**src/rtl/gnss_hq_pkg.sv**
```systemverilog
// Shared constants, field widths and state encodings for the HaveQuick-style
// GNSS time-of-day encoder.
package gnss_hq_pkg;

  localparam int WN_W   = 10;
  localparam int TOW_W  = 20;
  localparam int DOW_W  = 3;
  localparam int HT_W   = 2;
  localparam int HU_W   = 4;
  localparam int MT_W   = 3;
  localparam int MU_W   = 4;
  localparam int ST_W   = 3;
  localparam int SU_W   = 4;
  localparam int SYNC_W = 8;

  localparam int PAYLOAD_BITS = WN_W + DOW_W + HT_W + HU_W + MT_W + MU_W + ST_W + SU_W;
  localparam int FRAME_BITS   = 58;

  localparam logic [TOW_W-1:0] SECS_PER_DAY  = 20'd86400;
  localparam logic [TOW_W-1:0] SECS_PER_HOUR = 20'd3600;
  localparam logic [TOW_W-1:0] SECS_PER_MIN  = 20'd60;
  localparam logic [TOW_W-1:0] TOW_MAX       = 20'd604799;

  typedef enum logic [1:0] {
    IDLE,
    LATCH,
    CONVERT,
    SEND
  } hq_state_t;

  // Sub-steps of CONVERT: peel off days, hours, minutes, then split into BCD.
  typedef enum logic [1:0] {
    STEP_DAY,
    STEP_HOUR,
    STEP_MIN,
    STEP_BCD
  } conv_step_t;

endpackage

```
**src/rtl/manchester_tx.sv**
```systemverilog
// Serializes a frame MSB first and Manchester-encodes it (IEEE 802.3 polarity:
// a 1 is low then high). The output is registered and idles low.
module manchester_tx
  import gnss_hq_pkg::*;
#(
  parameter int NBITS           = FRAME_BITS,
  parameter int HALF_BIT_CYCLES = 30000
) (
  input  logic             clk_0,
  input  logic             rst_0,
  input  logic             load,
  input  logic [NBITS-1:0] frame,
  output logic             tx,
  output logic             done
);

  localparam int HW = $clog2(HALF_BIT_CYCLES + 1);
  localparam int BW = $clog2(NBITS + 1);
  localparam logic [HW-1:0] HALF_LAST = HW'(HALF_BIT_CYCLES - 1);
  localparam logic [BW-1:0] BIT_LAST  = BW'(NBITS - 1);

  logic [NBITS-1:0] shreg;
  logic [BW-1:0]    bit_cnt;
  logic [HW-1:0]    half_cnt;
  logic             second_half;
  logic             active;

  // Handshake: load is a one-cycle request honoured only while idle; done
  // pulses for exactly one cycle on the edge where tx returns low.
  always_ff @(posedge clk_0 or posedge rst_0) begin
    if (rst_0) begin
      shreg       <= '0;
      bit_cnt     <= '0;
      half_cnt    <= '0;
      second_half <= 1'b0;
      active      <= 1'b0;
      tx          <= 1'b0;
      done        <= 1'b0;
    end else begin
      done <= 1'b0;
      if (load && !active) begin
        shreg       <= frame;
        bit_cnt     <= '0;
        half_cnt    <= '0;
        second_half <= 1'b0;
        active      <= 1'b1;
        tx          <= ~frame[NBITS-1];
      end else if (active) begin
        if (half_cnt == HALF_LAST) begin
          half_cnt <= '0;
          if (!second_half) begin
            second_half <= 1'b1;
            tx          <= shreg[NBITS-1];
          end else if (bit_cnt == BIT_LAST) begin
            active      <= 1'b0;
            second_half <= 1'b0;
            tx          <= 1'b0;
            done        <= 1'b1;
          end else begin
            // Next bit's first half is the complement of that bit.
            bit_cnt     <= bit_cnt + BW'(1);
            shreg       <= {shreg[NBITS-2:0], 1'b0};
            second_half <= 1'b0;
            tx          <= ~shreg[NBITS-2];
          end
        end else begin
          half_cnt <= half_cnt + HW'(1);
        end
      end
    end
  end

endmodule

```
**src/rtl/gnss_havequick_tod_encoder.sv**
```systemverilog
// GNSS week/time-of-week to HaveQuick-style TOD frame: latches the time on a
// start edge, converts it by repeated subtraction and sends it Manchester-coded.
module gnss_havequick_tod_encoder
  import gnss_hq_pkg::*;
#(
  parameter int                HALF_BIT_CYCLES = 30000,
  parameter int                PREAMBLE_BITS   = 16,
  parameter logic [SYNC_W-1:0] SYNC_WORD       = 8'hE2
) (
  input  logic             clk_0,
  input  logic             rst_0,
  input  logic             start_0,
  input  logic [WN_W-1:0]  wn10_0,
  input  logic [TOW_W-1:0] tow_sec_0,
  output logic             manchester_out_0
);

  localparam int FRAME_LEN = PREAMBLE_BITS + SYNC_W + PAYLOAD_BITS + 1;

  hq_state_t  state, state_nxt;
  conv_step_t step;

  logic start_q;
  logic trigger;
  logic conv_done;
  logic tx_load;
  logic tx_done;

  logic [WN_W-1:0]  wn_r;
  logic [TOW_W-1:0] rem;
  logic [DOW_W-1:0] dow;
  logic [4:0]       hour;
  logic [5:0]       minute;
  logic [HT_W-1:0]  hour_t;
  logic [MT_W-1:0]  min_t;
  logic [ST_W-1:0]  sec_t;

  logic [PAYLOAD_BITS-1:0] payload;
  logic [FRAME_LEN-1:0]    frame;

  assign trigger = start_0 & ~start_q;

  always_ff @(posedge clk_0 or posedge rst_0) begin
    if (rst_0) begin
      start_q <= 1'b0;
      state   <= IDLE;
    end else begin
      start_q <= start_0;
      state   <= state_nxt;
    end
  end

  // After the BCD split, hour/minute hold units and rem holds second units.
  assign conv_done = (state == CONVERT) && (step == STEP_BCD) &&
                     (hour < 5'd10) && (minute < 6'd10) && (rem < 20'd10);

  always_comb begin
    state_nxt = state;
    tx_load   = 1'b0;
    case (state)
      IDLE:    if (trigger) state_nxt = LATCH;
      LATCH:   state_nxt = (rem > TOW_MAX) ? IDLE : CONVERT;
      CONVERT: begin
        if (conv_done) begin
          tx_load   = 1'b1;
          state_nxt = SEND;
        end
      end
      SEND:    if (tx_done) state_nxt = IDLE;
      default: state_nxt = IDLE;
    endcase
  end

  always_ff @(posedge clk_0 or posedge rst_0) begin
    if (rst_0) begin
      wn_r   <= '0;
      rem    <= '0;
      dow    <= '0;
      hour   <= '0;
      minute <= '0;
      hour_t <= '0;
      min_t  <= '0;
      sec_t  <= '0;
      step   <= STEP_DAY;
    end else begin
      case (state)
        IDLE: begin
          if (trigger) begin
            wn_r   <= wn10_0;
            rem    <= tow_sec_0;
            dow    <= '0;
            hour   <= '0;
            minute <= '0;
            hour_t <= '0;
            min_t  <= '0;
            sec_t  <= '0;
            step   <= STEP_DAY;
          end
        end
        CONVERT: begin
          case (step)
            STEP_DAY: begin
              if (rem >= SECS_PER_DAY) begin
                rem <= rem - SECS_PER_DAY;
                dow <= dow + 3'd1;
              end else begin
                step <= STEP_HOUR;
              end
            end
            STEP_HOUR: begin
              if (rem >= SECS_PER_HOUR) begin
                rem  <= rem - SECS_PER_HOUR;
                hour <= hour + 5'd1;
              end else begin
                step <= STEP_MIN;
              end
            end
            STEP_MIN: begin
              if (rem >= SECS_PER_MIN) begin
                rem    <= rem - SECS_PER_MIN;
                minute <= minute + 6'd1;
              end else begin
                step <= STEP_BCD;
              end
            end
            default: begin
              // All three tens digits are peeled off in parallel.
              if (hour >= 5'd10) begin
                hour   <= hour - 5'd10;
                hour_t <= hour_t + 2'd1;
              end
              if (minute >= 6'd10) begin
                minute <= minute - 6'd10;
                min_t  <= min_t + 3'd1;
              end
              if (rem >= 20'd10) begin
                rem   <= rem - 20'd10;
                sec_t <= sec_t + 3'd1;
              end
            end
          endcase
        end
        default: ;
      endcase
    end
  end

  assign payload = {wn_r, dow, hour_t, hour[3:0], min_t, minute[3:0], sec_t, rem[3:0]};
  assign frame   = {{PREAMBLE_BITS{1'b1}}, SYNC_WORD, payload, ^payload};

  manchester_tx #(
    .NBITS           (FRAME_LEN),
    .HALF_BIT_CYCLES (HALF_BIT_CYCLES)
  ) u_tx (
    .clk_0 (clk_0),
    .rst_0 (rst_0),
    .load  (tx_load),
    .frame (frame),
    .tx    (manchester_out_0),
    .done  (tx_done)
  );

endmodule

```
**config.mk**
```make
export PLATFORM = sky130hd
export DESIGN_NAME = gnss_havequick_tod_encoder
export DESIGN_NICKNAME = d
export VERILOG_FILES = /design/src/rtl/gnss_hq_pkg.sv /design/src/rtl/manchester_tx.sv /design/src/rtl/gnss_havequick_tod_encoder.sv
export SDC_FILE = /design/constraint.sdc
export NUM_CORES = 1
export LEC_CHECK = 0
export CORE_ASPECT_RATIO = 0.5
export CORE_MARGIN = 2
export CORE_UTILIZATION = 60
export DETAILED_ROUTE_END_ITERATION = 6
export DONT_BUFFER_PORTS = 1
export GPL_ROUTABILITY_DRIVEN = 0
export PLACE_DENSITY = 0.74
export SLEW_MARGIN = 10
export SYNTH_ARGS = -nofsm -noshare
export SYNTH_HDL_FRONTEND = slang
export SYNTH_HIERARCHICAL = 1
export SYNTH_SLANG_ARGS = --single-unit
```
**constraint.sdc**
```tcl
create_clock -name clk_0 -period 6.3 [get_ports clk_0]
set_input_delay 1.26 -clock clk_0 [delete_from_list [all_inputs] [get_ports clk_0]]
set_output_delay 1.26 -clock clk_0 [all_outputs]
set_load 0.05 [all_outputs]
```
-- Word level (Yosys, flattened, before mapping)
Index checks and enable logic that the tools add are counted.
- add/subtract/negate cells: 14
- order comparisons: 10
- equal/unequal tests: 30
- muxes and demuxes: 75
- bitwise operators: 3
- reduce and logical (&&, ||, !) cells: 28
- operator list (kind ; number):
    $mux W58 ; 5
    $mux W20 ; 5
    $pmux W20 S3 ; 1
    $mux W6 ; 8
    $mux W15 ; 3
    $pmux W20 S2 ; 1
    $reduce_xor A33 Y1 ; 1
    $pmux W6 S2 ; 2
    $mux W1 ; 21
    $mux W3 ; 7
    $ge A20 B12 Y1 const B ; 1
    $ge A20 B17 Y1 const B ; 1
    $ge A20 B4 Y1 const B ; 1
    $ge A20 B6 Y1 const B ; 1
    $gt A20 B20 Y1 const B ; 1
    $lt A20 B4 Y1 const B ; 1
    $mux W2 ; 10
    $pmux W5 S2 ; 2
    $reduce_and A4 Y1 ; 5
    $sub A20 B12 Y20 const B ; 1
    $sub A20 B17 Y20 const B ; 1
    $sub A20 B4 Y20 const B ; 1
    $sub A20 B6 Y20 const B ; 1
    $ne A3 B3 Y1 const B ; 6
    other kinds (37) ; 73
- register bits: 140
- bits of input ports: 33
- logic and storage cells: 178

-- Logic depth before layout (Yosys ltp)
- word-level depth: 10
- mapped depth: 12
- gate-level depth less buffers: 10

-- By module
Netlist, hierarchy kept.
- by module, submodules not included (module ; instances ; cells each ; area each (um^2) ; sequential area each (um^2)):
    gnss_havequick_tod_encoder ; 1 ; 637 ; 5144.9 ; 1426.4
    manchester_tx ; 1 ; 481 ; 4317.9 ; 2077.0

-- Worst setup path before layout
No wires, ideal clock.
- kind: flip-flop to flip-flop
- start: reg rem[4]
- end: reg u_tx.shreg[1]
- library setup time: 82 ps
- data arrival time: 3110 ps
- data required time: 6218 ps
- slack: 3108 ps
- cell stages (with the launch flop): 13
- path buffers: 4
- clock period less this slack: 3192 ps
- cell sequence: dfrtp_1 -> clkbuf_1 -> inv_1 -> ha_1 -> or4b_1 -> a211oi_2 -> nand2_2 -> nor4_1 -> nand2b_1 -> clkbuf_1 -> clkbuf_1 -> clkbuf_1 -> a31oi_1
- cells in the longest elaborated chain, start to end: 7
- RTL lines (item ; RTL line ; text):
    start: declaration ; gnss_havequick_tod_encoder.sv:30 ; logic [TOW_W-1:0] rem;
    start signal: assignment ; gnss_havequick_tod_encoder.sv:90 ; rem <= tow_sec_0;
    start signal: assignment ; gnss_havequick_tod_encoder.sv:104 ; rem <= rem - SECS_PER_DAY;
    start signal: assignment ; gnss_havequick_tod_encoder.sv:112 ; rem <= rem - SECS_PER_HOUR;
    $lt A20 B4 Y1 * ; gnss_havequick_tod_encoder.sv:55 ; (hour < 5'd10) && (minute < 6'd10) && (rem < 20'd10);
    $logic_and A1 B1 Y1 * ; gnss_havequick_tod_encoder.sv:55 ;
    $mux W1 * ; gnss_havequick_tod_encoder.sv:64 ; if (conv_done) begin
    $mux W1 * ; gnss_havequick_tod_encoder.sv:60 ; case (state)
    via tx_load ; gnss_havequick_tod_encoder.sv:26 ; logic tx_load;
    $logic_and A1 B1 Y1 * ; manchester_tx.sv:41 ; if (load && !active) begin
    $ne A2 B1 Y1 (no line) / $reduce_bool A2 Y1 (equally long branches) ; - ;
    $reduce_and A4 Y1 (no line) ; - ;
    end signal: assignment ; manchester_tx.sv:42 ; shreg <= frame;
    end signal: assignment ; manchester_tx.sv:62 ; shreg <= {shreg[NBITS-2:0], 1'b0};
    end: declaration ; manchester_tx.sv:22 ; logic [NBITS-1:0] shreg;
The timed path passes the listed nets; every way through them passes the cells marked *.
A chain may end at the register's enable or synchronous reset.

-- Worst setup path in the final report
- start: reg rem[4]
- end: reg u_tx.tx
- cells in the longest elaborated chain, start to end: 7
- RTL lines (item ; RTL line ; text):
    $lt A20 B4 Y1 * ; gnss_havequick_tod_encoder.sv:55 ;
    $logic_and A1 B1 Y1 * ; gnss_havequick_tod_encoder.sv:55 ;
    $mux W1 * ; gnss_havequick_tod_encoder.sv:64 ;
    $mux W1 * ; gnss_havequick_tod_encoder.sv:60 ;
    via tx_load ; gnss_havequick_tod_encoder.sv:26 ;
    $logic_and A1 B1 Y1 * ; manchester_tx.sv:41 ;
    $reduce_bool A2 Y1 (no line) ; - ;
    $reduce_and A2 Y1 (no line) ; - ;
    end signal: assignment ; manchester_tx.sv:47 ; tx <= ~frame[NBITS-1];
    end signal: assignment ; manchester_tx.sv:53 ; tx <= shreg[NBITS-1];
    end signal: assignment ; manchester_tx.sv:64 ; tx <= ~shreg[NBITS-2];
    end: declaration ; manchester_tx.sv:13 ; output logic tx,
Marks and branches as above.

==> results.tsv <==
metric	value	unit
outcome	completed	
power.leakage	0.00430	uW
grt_antenna_before_repair	0	
proportion_of_layout_cells_with_a_drive_suffix_above_1	8.83	%
worstMarginPinSlew	1.11	ns
routed_wire_length_per_instance	19.2	um
layout-area-overhead-vs-synth	6.80	%
vias	8604	
timing_worst_setup_path_type	flop to flop	
final_critical_path_setup_slack	2.56	ns
clock_buffers_created_by_tritoncts	17	
synth_area_leaders	dfrtp_1, a31oi_1, nand2_1, ha_1, nand3_1	
post_dp_cell_area	9520	um^2
num_antenna_cells	0	
post_layout_nonfiller_instances	1302	
grtUsageTotal	30.8	%
remaining_drc_errors	0	
yosysTopAreaCell	dfrtp_1	
synth_common_cells	dfrtp_1, nand2_1, nor2_1, nand3_1, a31oi_1	
netlist_instances	1118	
synth_ff_type	dfrtp_1	
final.period_utilization	59.3	%
drv_slew	0	
wirelength	25.0	mm
end_kind	flop	
nNetsFinal	1151	
worst_slew_margin_rel	25.7	%
worst_clock_skew	0.00960	ns
path_max_fanout	118	
post_drt_via_cell_ratio	6.61	
synth_enable_flop_cells	0	
final-hold-violation-count	0	
grt_pass1_vias	8201	
ioPinCount	34	
tritoncts	yes	
hold_path.class	flop to flop	
syn-cell-area	9460	um^2
yosysSeqAreaShare	37.0	%
ir_worst_vdd	216	uV
grt_max_degree	119	
antenna_left	0	
synth_warnings	6	
numClockSinks	140	
die-area	16900	um^2
cell_area_power_density	201	nW/um^2
clk_pin_slew_worst_paths	0.07	ns
hold_bufs_at_cts	0	
h-tree-depth	4	
fmax	0.267	GHz
yosysUniqueCellTypes	87	
post-place-cells	1270	
cap_violations	0	
worst-endpoint-required	6.57	ns
post_cts.repair.setup_buffers	0	
global_route.overflow_total	0	
floorplan.core_area	15400	um^2
worst_case_setup_slack_after_placement	2.62	ns
floorplan.die.height	92.8	um
cts_resized	0	
drt_iter0_drc	952	
dp_hpwl	15.6	mm
grt_first_pass_wirelength	41.7	mm
placementRows	32	
clock_path_buffers	2	
start_util	61.4	%
postSynth.asyncResetShare	100	%
ys_seq_elements	140	
die_w	182	um
start_kind	flop	
port-buffer-count	0	
arrival	4.00	ns
min_tclk_post_route	3.74	ns
nFillCells	1262	
syn_avg_cell_area	8.46	um^2
post-route-cell-area	10100	um^2
synth_top_area_share	37.0	%
synth.most_common_cell	dfrtp_1	
cts.root.buffer_cell	clkbuf_16	
clk_latency	0.43	ns
detailedRoute.firstPassIterationCount	6	
rsz0062_at_grt	false	
finalSetupTns	0	ns
setup_viol	0	
[layout by cell type, fill, tap and decap left out, types with 4 or more instances in the layout]
cell and n:
dfrtp_1 140, nand2_1 111, nor2_1 96, nand3_1 80
a31oi_1 73, o21ai_0 59, a21oi_1 46, xnor2_1 45
o21ai_1 41, ha_1 33, inv_1 31, conb_1 25
nor3_1 19, clkbuf_16 17, buf_4 17, nand4_1 14
o211ai_1 14, mux2i_1 13, a211oi_1 13, or3_1 12
xor2_1 12, nor4_1 9, and3_1 9, nand2b_1 8
o31ai_1 8, nor2b_1 7, o22ai_1 6, a31o_2 6
a221oi_1 6, a21o_1 5, o2111ai_1 5, o221ai_1 5
clkinv_4 5, a41oi_1 4, a2111oi_0 4, or4_1 4
mux2_4 4, inv_8 4
[area by class of cell]
cell class	count	area, um^2	area share [%]
Multi-Input combinational cell	874	5500	54.4
Sequential cell	140	3500	34.7
Clock buffer	18	439	4.35
Clock inverter	14	148	1.46
Timing Repair Buffer	17	128	1.26
Inverter	35	133	1.31
Tap cell	204	255	2.53
[through the flow]
| stage | power, uW | utilization, % | hold WS (ns) |
|---|---|---|---|
| 6_report | 2030 | 65.6 | 0.489 |
| 5_1_grt | 2090 | 65.6 | 0.525 |
| 4_1_cts | 2040 | 65.6 | 0.494 |
| 3_5_place_dp | 1040 | 61.8 | 0.485 |
| 3_3_place_gp | 1030 | 61.8 | 0.474 |
| 2_1_floorplan | 1010 | - | 0.438 |
[power by group]
part	total [uW]	switching, uW	internal [uW]
Combinational	87.7	50.4	37.2
Sequential	931	16.8	914
Clock	1010	469	538
Total	2030	536	1490
[worst max-delay path: stages (launching register included)]
cell and delay [ns]:
dfrtp_1 0.52, inv_1 0.20, ha_1 0.30, or4b_1 0.57
a211oi_2 0.30, nand2_2 0.10, nor4_1 0.31, buf_4 0.21
nand2b_4 0.58, o211ai_1 0.30, o221ai_1 0.15
[state kept, by name, indices dropped and copies added, names as in the netlist, 2 cells and up, named ones only]
signal         cells
rem               20
step               2
u_tx/bit_cnt       6
minute             6
sec_t              3
hour               5
min_t              3
dow                3
wn_r              10
u_tx/shreg        58
hour_t             2
u_tx/half_cnt     15
[kinds of logic (layout without fill, tap and decap cells)]
kind of cell,after synthesis,after routing,share of synthesized area [%]
other,2,25,0.0794
buffers and inverters,127,84,6.14
XOR/XNOR,57,57,5.28
AO/OA/AOI/OAI,337,337,23.5
multiplexers,18,18,2.13
flip-flops,140,140,37.0
adder cells (fa/ha/maj),33,33,4.36
AND/OR/NAND/NOR,404,404,21.5
[per-layer routing]
layer	global-route usage, %	vias up	routed length, um
met5	0	-	0
met4	10.3	0	574
met3	5.94	64	1650
met2	51.1	371	11600
met1	40.9	4158	11100
li1	-	4011	-
[worst paths after layout]
check	to	cells past startpoint	slack, ns	from
max	u_tx/tx	10	2.56	rem[4]
min	u_tx/bit_cnt[5]	1	0.49	u_tx/bit_cnt[5]
max reg2reg	u_tx/tx	10	2.56	rem[4]
min reg2reg	u_tx/bit_cnt[5]	1	0.49	u_tx/bit_cnt[5]
max in group asynchronous	u_tx/shreg[34]	2	4.56	rst_0
min in group asynchronous	sec_t[1]	2	0.92	rst_0
No activity file was read; power rests on OpenSTA's default activity.
